===== src/rtl/fastica_mul_transpose.sv =====
// Transpose matrix-vector product z = W^T * y using one shared signed multiplier, 16 MAC cycles.
// Optional macro FASTICA_MULT_SAT_EN saturates each result instead of wrapping it to DW bits.
module fastica_mul_transpose #(
    parameter int unsigned DW        = 26,
    parameter int unsigned FRAC_BITS = 0
) (
    input  logic                 clk_mul,
    input  logic                 rstn_mul,
    input  logic                 en_mul,
    input  logic                 start,
    input  logic signed [DW-1:0] w11,
    input  logic signed [DW-1:0] w12,
    input  logic signed [DW-1:0] w13,
    input  logic signed [DW-1:0] w14,
    input  logic signed [DW-1:0] w21,
    input  logic signed [DW-1:0] w22,
    input  logic signed [DW-1:0] w23,
    input  logic signed [DW-1:0] w24,
    input  logic signed [DW-1:0] w31,
    input  logic signed [DW-1:0] w32,
    input  logic signed [DW-1:0] w33,
    input  logic signed [DW-1:0] w34,
    input  logic signed [DW-1:0] w41,
    input  logic signed [DW-1:0] w42,
    input  logic signed [DW-1:0] w43,
    input  logic signed [DW-1:0] w44,
    input  logic signed [DW-1:0] y1,
    input  logic signed [DW-1:0] y2,
    input  logic signed [DW-1:0] y3,
    input  logic signed [DW-1:0] y4,
    output logic signed [DW-1:0] z1,
    output logic signed [DW-1:0] z2,
    output logic signed [DW-1:0] z3,
    output logic signed [DW-1:0] z4,
    output logic                 busy,
    output logic                 done
);

    localparam int unsigned AW = 2 * DW + 2;

    typedef enum logic [1:0] {StIdle, StMac, StDone} state_e;

    state_e                state_q;
    logic [3:0]            cnt_q;
    logic signed [AW-1:0]  acc_q;
    logic signed [DW-1:0]  w_q   [16];
    logic signed [DW-1:0]  y_q   [4];
    logic signed [DW-1:0]  res_q [4];
    logic                  busy_q;
    logic                  done_q;

    logic signed [DW-1:0]  w_in [16];
    logic signed [DW-1:0]  y_in [4];

    // Row-major: w_in[(row-1)*4 + (col-1)]
    assign w_in[0]  = w11;
    assign w_in[1]  = w12;
    assign w_in[2]  = w13;
    assign w_in[3]  = w14;
    assign w_in[4]  = w21;
    assign w_in[5]  = w22;
    assign w_in[6]  = w23;
    assign w_in[7]  = w24;
    assign w_in[8]  = w31;
    assign w_in[9]  = w32;
    assign w_in[10] = w33;
    assign w_in[11] = w34;
    assign w_in[12] = w41;
    assign w_in[13] = w42;
    assign w_in[14] = w43;
    assign w_in[15] = w44;
    assign y_in[0]  = y1;
    assign y_in[1]  = y2;
    assign y_in[2]  = y3;
    assign y_in[3]  = y4;

    logic signed [DW-1:0]   mul_a;
    logic signed [DW-1:0]   mul_b;
    logic signed [2*DW-1:0] prod;
    logic signed [AW-1:0]   sum;
    logic signed [AW-1:0]   shifted;
    logic signed [DW-1:0]   reduced;

    // cnt[3:2] selects output column i, cnt[1:0] selects row j: operand is w(j)(i) * y(j)
    assign mul_a   = w_q[{cnt_q[1:0], cnt_q[3:2]}];
    assign mul_b   = y_q[cnt_q[1:0]];
    assign prod    = mul_a * mul_b;
    assign sum     = acc_q + AW'(prod);
    assign shifted = sum >>> FRAC_BITS;

`ifdef FASTICA_MULT_SAT_EN
    logic ovf_pos;
    logic ovf_neg;

    // Value fits in DW bits only when all bits from DW-1 upward equal the sign bit
    assign ovf_pos = !shifted[AW-1] && (|shifted[AW-2:DW-1]);
    assign ovf_neg = shifted[AW-1] && !(&shifted[AW-2:DW-1]);

    always_comb begin
        reduced = shifted[DW-1:0];
        if (ovf_pos) begin
            reduced = {1'b0, {(DW-1){1'b1}}};
        end else if (ovf_neg) begin
            reduced = {1'b1, {(DW-1){1'b0}}};
        end
    end
`else
    logic unused_hi;

    assign unused_hi = ^shifted[AW-1:DW];
    assign reduced   = shifted[DW-1:0];
`endif

    always_ff @(posedge clk_mul or negedge rstn_mul) begin
        if (!rstn_mul) begin
            state_q <= StIdle;
            cnt_q   <= 4'd0;
            acc_q   <= '0;
            busy_q  <= 1'b0;
            done_q  <= 1'b0;
            z1      <= '0;
            z2      <= '0;
            z3      <= '0;
            z4      <= '0;
            for (int k = 0; k < 16; k++) begin
                w_q[k] <= '0;
            end
            for (int k = 0; k < 4; k++) begin
                y_q[k]   <= '0;
                res_q[k] <= '0;
            end
        end else if (en_mul) begin
            done_q <= 1'b0;
            case (state_q)
                StIdle: begin
                    if (start) begin
                        for (int k = 0; k < 16; k++) begin
                            w_q[k] <= w_in[k];
                        end
                        for (int k = 0; k < 4; k++) begin
                            y_q[k] <= y_in[k];
                        end
                        acc_q   <= '0;
                        cnt_q   <= 4'd0;
                        busy_q  <= 1'b1;
                        state_q <= StMac;
                    end
                end
                StMac: begin
                    cnt_q <= cnt_q + 4'd1;
                    if (cnt_q[1:0] == 2'd3) begin
                        res_q[cnt_q[3:2]] <= reduced;
                        acc_q             <= '0;
                    end else begin
                        acc_q <= sum;
                    end
                    if (cnt_q == 4'd15) begin
                        state_q <= StDone;
                    end
                end
                StDone: begin
                    z1      <= res_q[0];
                    z2      <= res_q[1];
                    z3      <= res_q[2];
                    z4      <= res_q[3];
                    done_q  <= 1'b1;
                    busy_q  <= 1'b0;
                    state_q <= StIdle;
                end
                default: begin
                    busy_q  <= 1'b0;
                    state_q <= StIdle;
                end
            endcase
        end
    end

    assign busy = busy_q;
    assign done = done_q;

endmodule


===== config.mk =====
export PLATFORM = sky130hd
export DESIGN_NAME = fastica_mul_transpose
export DESIGN_NICKNAME = d
export VERILOG_FILES = /design/src/rtl/fastica_mul_transpose.sv
export SDC_FILE = /design/constraint.sdc
export NUM_CORES = 2
export LEC_CHECK = 0
export CORE_MARGIN = 3
export CORE_UTILIZATION = 30
export CTS_CLUSTER_DIAMETER = 120
export DETAILED_ROUTE_END_ITERATION = 6
export PLACE_DENSITY = 0.47
export SETUP_SLACK_MARGIN = 0.2
export SYNTH_ARGS = -nofsm -noshare
export SYNTH_HDL_FRONTEND = slang
export SYNTH_SLANG_ARGS = --single-unit

===== constraint.sdc =====
create_clock -name clk_mul -period 9.68 [get_ports clk_mul]
set_input_delay 1.936 -clock clk_mul [delete_from_list [all_inputs] [get_ports clk_mul]]
set_output_delay 1.936 -clock clk_mul [all_outputs]
set_load 0.05 [all_outputs]

==> results by group <==
Setup path
  – Worst path most repeated cell: fa_1
  – CP Data Required Time: 10.23 ns
  – Worst flop-to-flop path startpoint: cnt_q[2]$_DFFE_PN0P_
  – CP Launch Type: flop
  – Setup CP Type: reg2reg
  – Crit path launch: cnt_q[2]$_DFFE_PN0P_
  – Worst path max stage delay: approximately 0.78 ns
  – CP endpoint kind: flop
  – CP max FO: 31
  – Critical-path top delay cell: dfrtp_4
  – Critical path arrival: roughly 9.6 ns

Synthesis
  – Register area share after synthesis: between 40% and 50%
  – Mapped Area: approximately 44000 um^2
  – Synth Area per Inst: between 10 and 15 um^2
  – Synth cell types: approximately 60
  – Warning count from the yosys run: 0
  – Async SR Flop Fraction: between 90% and 100%
  – Post-synth top flop: dfrtp_1
  – Synth Instances: around 3500
  – Synth Register Bits: roughly 760
  – Mapped Nets: around 4400
  – Post-synth EDFFs: 0

Clock network
  – CTS max path bufs: 3
  – PostCTS Resize Cnt: 0
  – Hold-fix buffers, CTS: 0
  – Htree depth: 3
  – Total CTS buffers: 93
  – Post-CTS Setup Inserts: 0
  – CTS Root Cell: clkbuf_16
  – CTS sink cnt: 762
  – Clock transition at path regs: ~0.06 ns
  – Clk_lat worst skew: around 0.69 ns
  – CTS tree: built

Cells and area
  – Register area: roughly 19000 um^2
  – P&R area growth vs syn: 27.3%
  – Share of layout cells above drive strength 1: 24.9%
  – Fin nets: 5020
  – Finished Cell Area: roughly 56000 um^2
  – Multi-input logic area: about 22000 um^2
  – Fillers: 14100
  – Fin util: roughly two fifths

STA
  – Fin crit period: around 9 ns
  – RSZ-0062 raised after global routing: no
  – Fin Setup TNS: 0 ns
  – Setup Viol. Count Final: 0
  – Endpoints failing hold: 0
  – Pins Over Slew Limit: 0
  – Crit share post-route: between 90% and 100%
  – Skew final: between 0.02 and 0.03 ns
  – FMAX: 111 MHz
  – Max_slew headroom: between 20% and 30%
  – Hold slack final: 0.468 ns
  – Slew @ Worst Pin: 1.14 ns

Routing
  – Post-DR vias/cell: roughly 4.7
  – Antenna viol nets, final: 0
  – Drt initial violations: ~1700
  – Drt pass-1 iters: 6
  – Post-Route WL: 150 mm
  – Drt wl/cell: about 25 um
  – Residual DRC count: 0
  – Vias: approximately 29000

Global routing
  – Grt total ovfl: 0
  – First-pass GRT wire length: 220 mm
  – Vias in the first global route: 31800
  – Largest net degree at the start of global routing: 166
  – All-layer global routing usage: between 20% and 30%
  – Antenna violations before repair: 63

Place
  – Cell Area, Placed: 52300 um^2
  – Gpl congestion: 0.883
  – Port Buffer Count: between 600 and 700
  – Post-DP HPWL: between 100 and 150 mm

Floorplanning
  – Die W: roughly 390 um
  – Cell Rows: between 100 and 150
  – Starting Density: between 30% and 40%
  – Num ports: 630
  – Die height: about 390 um
  – Core ar.: 144000 um^2
  – Die area: roughly 150000 um^2

Hold path
  – Hold Crit Class: reg2reg
  – Hold path startpoint: res_q[101]$_DFFE_PN0P_

Run
  – Max Cap Violations: 0

Run status
  – Status: completed
[synth_stat cells, types with 34 or more instances]
cell type	n	area (um^2)
a21oi_1	39	195
clkbuf_1	118	443
dfrtp_1	762	19100
fa_1	279	5590
ha_1	120	1500
inv_1	351	1320
mux2_2	660	7430
mux2i_1	35	350
mux4_2	90	2030
nand2_1	394	1480
nor2_1	181	679
nor2b_1	34	213
o21ai_0	46	230
xnor2_1	49	429
[final timing paths]
check | endpoint | slack (ns) | cells after the start
worst max-delay path | res_q[77]$_DFFE_PN0P_ | 0.67 | 28
worst min-delay path | res_q[101]$_DFFE_PN0P_ | 0.47 | 2
worst max register to register | res_q[77]$_DFFE_PN0P_ | 0.67 | 28
worst min register to register | res_q[101]$_DFFE_PN0P_ | 0.47 | 2
max in group asynchronous | w_q[286]$_DFFE_PN0P_ | 6.43 | 3
min in group asynchronous | y_q[33]$_DFFE_PN0P_ | 1.25 | 1
[layout by cell type, fill, tap and decap left out, drive strengths merged, types with 17 or more instances in the layout]
| cell type | count |
|---|---|
| a21oi | 39 |
| a221oi | 18 |
| a22o | 32 |
| a22oi | 18 |
| and2 | 17 |
| buf | 88 |
| clkbuf | 140 |
| clkdlybuf4s50 | 628 |
| clkinv | 24 |
| dfrtp | 762 |
| diode | 32 |
| fa | 279 |
| ha | 120 |
| inv | 358 |
| mux2 | 664 |
| mux2i | 36 |
| mux4 | 106 |
| nand2 | 396 |
| nand2b | 22 |
| nor2 | 181 |
| nor2b | 34 |
| o21ai | 58 |
| xnor2 | 49 |
[worst max-delay path: cells and delay by family, from the launching register on]
kind,cells,cell delay [ns]
XOR/XNOR,1,0.25
AND/OR/NAND/NOR,1,0.14
AO/OA/AOI/OAI,10,2.08
buffers and inverters,6,1.17
flip-flops,1,0.78
adder cells (fa/ha/maj),8,3.52
multiplexers,2,0.86
[flip-flops by register name, indices dropped and copies added (netlist names), 2 cells and up]
signal,flops
state_q,2
w_q,416
acc_q,26
cnt_q,4
z3,26
z4,26
z1,26
y_q,104
res_q,104
z2,26
[per-stage QoR]
step | setup slack, ns | instances
floorplan | 1.68 | 3458
global placement | 0.757 | 5905
detailed placement | 0.671 | 5905
CTS | 0.610 | 6077
global route | 0.245 | 6087
finish | 0.670 | 6109
[cells by family after synthesis]
family,after synthesis,share of synthesized area (%)
XOR/XNOR,64,1.40
adder cells (fa/ha/maj),399,16.2
buffers and inverters,525,4.96
multiplexers,806,23.6
flip-flops,762,43.7
AND/OR/NAND/NOR,688,6.56
AO/OA/AOI/OAI,214,3.51
[routing by layer]
layer / global-route usage, % / wire length, um
met5: 0 / 389
met4: 5.07 / 3530
met3: 5.81 / 10100
met2: 35.4 / 76500
met1: 23.8 / 59300
[final cells by class]
type | instances | share of cell area (%)
diodes | 32 | 0.144
well taps | 1903 | 4.29
clock buffers | 140 | 5.01
inverters | 353 | 2.39
repair buffers | 716 | 12.8
flip-flops and latches | 762 | 34.4
clock inverters | 32 | 0.613
multi-input cells | 2171 | 40.4
Power is left out: the tool's default activity adds up to more than one toggle a clock period on the data nets, which glitch-free logic cannot reach.
